## src/rtl/digit_scan_ctrl.sv

```systemverilog
`timescale 1ns/1ps
// digit_scan_ctrl
//   Time-multiplexed digit scanner driving a 3-to-8 decoder (74x138 style).
//   Each digit is enabled for DIV clocks. An optional blank gap of BLANK_CYC
//   clocks separates digits so that ghosting does not appear while the select
//   lines change.
//
//   Build option: define SCAN_BLANK_EN to include the BLANK state and its
//   counter. Without it, digits follow back-to-back and BLANK_CYC is ignored.
//
// Ports
//   clk      in   single clock, rising edge
//   rst_n    in   asynchronous active-low reset
//   en       in   scan enable (level); 0 forces idle with idx 0
//   E1       out  decoder enable, active-high
//   E2, E3   out  decoder enables, active-low (always ~E1)
//   A, B, C  out  decoder select bits idx[0], idx[1], idx[2]
//   DIG_IDX  out  current digit index {C,B,A}
//   DIG_STB  out  one-cycle pulse on the first enabled cycle of a digit
module digit_scan_ctrl #(
    parameter int unsigned DIV        = 50000,
    parameter int unsigned NUM_DIGITS = 8,
    parameter int unsigned BLANK_CYC  = 4
) (
    input  logic       clk,
    input  logic       rst_n,
    input  logic       en,
    output logic       E1,
    output logic       E2,
    output logic       E3,
    output logic       A,
    output logic       B,
    output logic       C,
    output logic [2:0] DIG_IDX,
    output logic       DIG_STB
);

`ifdef SCAN_BLANK_EN
    typedef enum logic [1:0] {StIdle, StActive, StBlank} state_t;
`else
    typedef enum logic [1:0] {StIdle, StActive} state_t;
`endif

    localparam logic [15:0] PreTc   = 16'(DIV - 1);
    localparam logic [2:0]  LastIdx = 3'(NUM_DIGITS - 1);

    state_t      state_q;
    logic [15:0] presc_q;
    logic [2:0]  idx_q;
    logic        e1_q;
    logic        stb_q;
    logic [2:0]  idx_next;

`ifdef SCAN_BLANK_EN
    localparam logic [7:0] BlankTc = 8'(BLANK_CYC - 1);
    logic [7:0] blank_q;
`else
    // BLANK_CYC has no effect in this build.
    logic unused_blank_cyc;
    assign unused_blank_cyc = ^8'(BLANK_CYC);
`endif

    assign idx_next = (idx_q == LastIdx) ? 3'd0 : idx_q + 3'd1;

    always_ff @(posedge clk or negedge rst_n) begin
        if (!rst_n) begin
            state_q <= StIdle;
            presc_q <= '0;
            idx_q   <= '0;
            e1_q    <= 1'b0;
            stb_q   <= 1'b0;
`ifdef SCAN_BLANK_EN
            blank_q <= '0;
`endif
        end else if (!en) begin
            // Dropping en wins over every other transition, including
            // terminal count; the dwell is abandoned and restarts at idx 0.
            state_q <= StIdle;
            presc_q <= '0;
            idx_q   <= '0;
            e1_q    <= 1'b0;
            stb_q   <= 1'b0;
`ifdef SCAN_BLANK_EN
            blank_q <= '0;
`endif
        end else begin
            stb_q <= 1'b0;
            case (state_q)
                StIdle: begin
                    state_q <= StActive;
                    presc_q <= '0;
                    idx_q   <= '0;
                    e1_q    <= 1'b1;
                    stb_q   <= 1'b1;
                end
                StActive: begin
                    if (presc_q == PreTc) begin
                        // Select lines move on the edge that ends the dwell,
                        // so they are already settled during the blank gap.
                        idx_q   <= idx_next;
                        presc_q <= '0;
`ifdef SCAN_BLANK_EN
                        state_q <= StBlank;
                        blank_q <= '0;
                        e1_q    <= 1'b0;
`else
                        stb_q   <= 1'b1;
`endif
                    end else begin
                        presc_q <= presc_q + 16'd1;
                    end
                end
`ifdef SCAN_BLANK_EN
                StBlank: begin
                    if (blank_q == BlankTc) begin
                        state_q <= StActive;
                        presc_q <= '0;
                        e1_q    <= 1'b1;
                        stb_q   <= 1'b1;
                    end else begin
                        blank_q <= blank_q + 8'd1;
                    end
                end
`endif
                default: begin
                    state_q <= StIdle;
                    idx_q   <= '0;
                    e1_q    <= 1'b0;
                end
            endcase
        end
    end

    assign E1      = e1_q;
    assign E2      = ~e1_q;
    assign E3      = ~e1_q;
    assign A       = idx_q[0];
    assign B       = idx_q[1];
    assign C       = idx_q[2];
    assign DIG_IDX = idx_q;
    assign DIG_STB = stb_q;

endmodule

```

## config.mk

```make
export PLATFORM = sky130hd
export DESIGN_NAME = digit_scan_ctrl
export DESIGN_NICKNAME = d
export VERILOG_FILES = /design/src/rtl/digit_scan_ctrl.sv
export SDC_FILE = /design/constraint.sdc
export NUM_CORES = 1
export LEC_CHECK = 0
export ABC_CLOCK_PERIOD_IN_PS = 2190
export CORE_MARGIN = 2
export CORE_UTILIZATION = 50
export DETAILED_ROUTE_END_ITERATION = 12
export GPL_TIMING_DRIVEN = 0
export PLACE_DENSITY_LB_ADDON = 0.3
export SYNTH_ARGS = -nofsm -noshare
export SYNTH_HDL_FRONTEND = slang
export SYNTH_SLANG_ARGS = --single-unit
```

## constraint.sdc

```tcl
create_clock -name clk -period 2.19 [get_ports clk]
set_clock_uncertainty 0.2 [all_clocks]
set_input_delay 0.438 -clock clk [delete_from_list [all_inputs] [get_ports clk]]
set_output_delay 0.438 -clock clk [all_outputs]
set_load 0.02 [all_outputs]
```

==> results.rst <==
.. list-table::
   :header-rows: 1

   * - Metric
     - Value
   * - Fraction of synthesis flops using an asynchronous set or reset pin
     - 100.0%
   * - Area of combinational cells with multiple inputs
     - slightly below 500 µm²
   * - Post-synthesis instance total
     - 101
   * - Clock buffer count from CTS
     - 3
   * - TritonCTS sink count
     - 21
   * - VDD IR-drop max
     - 0.3770 mV
   * - Vias in the first global route
     - 750
   * - Total wirelength of the detailed-routed design
     - 1853 µm
   * - Global-route wire length before repair
     - 3429 µm
   * - RePlAce Congestion
     - 0.7786
   * - Critical Path Source Type
     - flip-flop
   * - HPWL after detailed placement
     - 1392 µm
   * - Global-route met1 utilization
     - 23.27%
   * - Number of cell rows
     - 16
   * - Leakage power
     - 0.5325 nW
   * - Post-synthesis share of cell area spent on and, or, nand and nor gates
     - 26.89%
   * - Power dissipated by switching net loads
     - 138.9 µW
   * - Slew of the pin with the lowest slew margin
     - 0.9158 ns
   * - Portion of netlist area occupied by mux cells
     - 1.887%
   * - Dominant combinational cell family by area after synthesis
     - simple AND/OR/NAND/NOR gates
   * - GR Util met2
     - 29.61%
   * - Post-route setup TNS
     - 0 ns
   * - Status
     - completed
   * - Antenna violations before repair
     - 0
   * - Relative slew margins
     - roughly 39%
   * - Portion of total power attributed to the clock network
     - 29.9%
   * - TritonRoute pass-1 iters
     - 4
   * - Area of the core region
     - 1982 µm²
   * - Routed length per placed instance
     - ~13 µm
   * - Share of total power in combinational logic
     - under 10%
   * - Via count
     - 756
   * - Adder and majority gate portion of the synthesized area
     - 3.538%
   * - Finished Cell Area
     - 1244 µm²
   * - Power consumption
     - 614.7 µW
   * - H-Tree Depth
     - 1
   * - Pwr per Cell Area
     - 494.3 nW/µm²
   * - # placed instances
     - 140
   * - Placed Instance Area
     - ~1200 µm²
   * - Busiest metal layer after global routing
     - met2
   * - Max clock buf depth
     - 2
   * - Switching fraction of total power
     - 22.59%
   * - Number of enable-type register cells in the synthesized netlist
     - 0
   * - Horizontal extent of the die
     - 50.07 µm
   * - Count of maximum capacitance violations
     - 0
   * - Global-route met3 utilization
     - about 1.8%
   * - Number of DRC violations after detailed-routing iteration 0
     - 8
   * - Sequential-to-total area share from yosys stat
     - 49.53%
   * - Flip-flop cell with the highest count after synthesis
     - sky130_fd_sc_hd__dfrtp_1
   * - Area delta synth->final
     - 17.22%
   * - Filler Cell Count
     - between 150 and 200
   * - FMAX
     - 475.6 MHz
   * - Global Route Usage Sum
     - 17.67%
   * - Largest net degree at the start of global routing
     - 22
   * - Final setup vio count
     - 0
   * - Data required time at the worst endpoint
     - around 1.6 ns
   * - Data arrival time at the worst-slack endpoint
     - 1.46 ns
   * - Average via count per standard cell
     - ~5.3
   * - Critical Setup Path Class
     - reg -> out
   * - Unrepaired setup endpoints after global routing
     - no
   * - Worst hold path type
     - reg -> reg
   * - Floorplan die height
     - about 50 µm
   * - Final critical-path share of the clock period
     - 96.00%
   * - Max-slew violation total from the final report
     - 0
   * - Number of buffers inserted for hold repair after clock tree synthesis
     - 0
   * - Routed Antenna Nets
     - 0
   * - Synthesis-stage register bit count
     - 21
   * - Final Non-Filler Cells
     - 144
   * - Ant diodes
     - 0
   * - Post-Syn Nets
     - approximately 110
   * - Nets@finish
     - 124
   * - Grt ovf
     - 0
   * - Synth cell types
     - 23
   * - Post-layout min period
     - 2.102 ns
   * - Post-synthesis instance area
     - 1061 µm²
   * - Clock transition at the registers of the reported paths
     - 0.11 ns
   * - Fraction of final layout cells with drive strength greater than 1
     - 11.97%
   * - Internal Pwr Total
     - about 480 µW
   * - CTS tree
     - yes
   * - Max FO, Critical Path
     - 5
   * - Final core utilization
     - a little over three fifths
   * - Die Footprint
     - 2507 µm²
   * - Compound-Gate Fraction of Synth Area
     - under 10%
   * - Total I/O pin count
     - 13
   * - Starting density of the core
     - 53.54%
   * - Proportion of power drawn by flip-flops and latches
     - 64.2%
   * - Fin. Hold Viols
     - 0
   * - Clk root buf
     - sky130_fd_sc_hd__clkbuf_4
   * - Count of synthesis-stage warnings from yosys
     - 0
   * - Post-synthesis area per instance
     - about 11 µm²
   * - Later-pin clock latency in the skew report
     - roughly 0.30 ns
   * - Number of input and output port buffers inserted
     - 12
   * - DRC Markers
     - 0
   * - Register area
     - between 500 and 600 µm²
   * - Fraction of synthesized cell area in xor and xnor cells
     - 11.56%
   * - Setup crit end kind
     - output pin
through the flow:
stage | setup slack (ns) | hold WS, ns
floorplan | 0.4995 | -0.05759
global placement | 0.3382 | 0.2881
detailed placement | 0.3216 | 0.2942
CTS | 0.01413 | 0.3140
global route | 0.01855 | 0.3708
finish | 0.08757 | 0.3088
worst max-delay path, cell delays in order (launching register included):
cell and delay, ns:
sky130_fd_sc_hd__dfrtp_1 0.44, sky130_fd_sc_hd__inv_1 0.10, sky130_fd_sc_hd__clkdlybuf4s50_1 0.62
cells in the final DEF (no fill, tap or decap), types with 2 or more instances in the layout:
cell / instances
sky130_fd_sc_hd__and3_1: 2
sky130_fd_sc_hd__mux2i_1: 2
sky130_fd_sc_hd__xor2_1: 2
sky130_fd_sc_hd__dfrtp_1: 21
sky130_fd_sc_hd__nor3_1: 3
sky130_fd_sc_hd__nand4_1: 5
sky130_fd_sc_hd__inv_1: 4
sky130_fd_sc_hd__xnor2_1: 12
sky130_fd_sc_hd__ha_1: 3
sky130_fd_sc_hd__clkbuf_4: 3
sky130_fd_sc_hd__clkbuf_1: 2
sky130_fd_sc_hd__nand3_1: 5
sky130_fd_sc_hd__nor4_1: 4
sky130_fd_sc_hd__clkdlybuf4s50_1: 11
sky130_fd_sc_hd__buf_4: 4
sky130_fd_sc_hd__and4bb_2: 2
sky130_fd_sc_hd__nor2_1: 20
sky130_fd_sc_hd__nand2_1: 4
synthesized netlist by cell type, types with 2 or more instances:
master	number	area share [%]
sky130_fd_sc_hd__nor4_1	4	2.4
sky130_fd_sc_hd__nand4_1	5	2.9
sky130_fd_sc_hd__xor2_1	2	1.7
sky130_fd_sc_hd__buf_4	4	2.8
sky130_fd_sc_hd__nor3_1	3	1.4
sky130_fd_sc_hd__nand2_1	4	1.4
sky130_fd_sc_hd__xnor2_1	12	9.9
sky130_fd_sc_hd__and4bb_2	2	2.4
sky130_fd_sc_hd__nor2_1	20	7.1
sky130_fd_sc_hd__ha_1	3	3.5
sky130_fd_sc_hd__inv_1	4	1.4
sky130_fd_sc_hd__mux2i_1	2	1.9
sky130_fd_sc_hd__and3_1	2	1.2
sky130_fd_sc_hd__nand3_1	5	2.4
sky130_fd_sc_hd__dfrtp_1	21	50
flip-flops by register name, summed over array words and instances, names as in the netlist:
| name | count |
|---|---|
| DIG_IDX | 3 |
| E1 | 1 |
| presc_q | 16 |
| DIG_STB | 1 |
layout make-up:
type / instances / area share, %
Tap cell: 27 / 2.716
Timing Repair Buffer: 12 / 9.859
Multi-Input combinational cell: 70 / 38.73
Inverter: 4 / 1.207
Clock buffer: 4 / 2.113
Buffer: 6 / 3.119
Sequential cell: 21 / 42.25
cell families after synthesis:
group                    after synthesis
flip-flops                            21
multiplexers                           2
adder cells (fa/ha/maj)                3
XOR/XNOR                              14
AND/OR/NAND/NOR                       49
AO/OA/AOI/OAI                          2
buffers and inverters                 10
path summary, 6_finish.rpt:
path / slack [ns] / from / cells after the start / endpoint
worst min-delay path: 0.31 / presc_q[0]$_DFFE_PN0P_ / 1 / presc_q[0]$_DFFE_PN0P_
max in group asynchronous: 0.79 / rst_n / 1 / presc_q[5]$_DFFE_PN0P_
worst min register to register: 0.31 / presc_q[0]$_DFFE_PN0P_ / 1 / presc_q[0]$_DFFE_PN0P_
worst max-delay path: 0.09 / E1$_DFFE_PN0P_ / 2 / E2
worst max register to register: 0.32 / presc_q[0]$_DFFE_PN0P_ / 6 / presc_q[8]$_DFFE_PN0P_
min in group asynchronous: 0.44 / rst_n / 1 / presc_q[10]$_DFFE_PN0P_
power groups by stage:
stage               Combinational [mW]  Clock [mW]  Sequential [mW]
floorplan                       0.0129           0            0.404
global route                    0.0412       0.208            0.396
finish                          0.0362       0.184            0.395
detailed placement              0.0375           0            0.402
CTS                             0.0376       0.188            0.395
global placement                0.0365           0            0.402
timing repair:
action,in CTS,in global routing
resized for setup,0,1
setup buffers,0,0
endpoints found under the setup margin,0,1
metal layers:
metal / share of wire [%] / routed length, µm
met5: 0 / 0
met3: 2.4 / 45
met4: 1.9 / 35
met1: 44 / 824
met2: 51 / 948
Power figures use the tool's default switching activity.
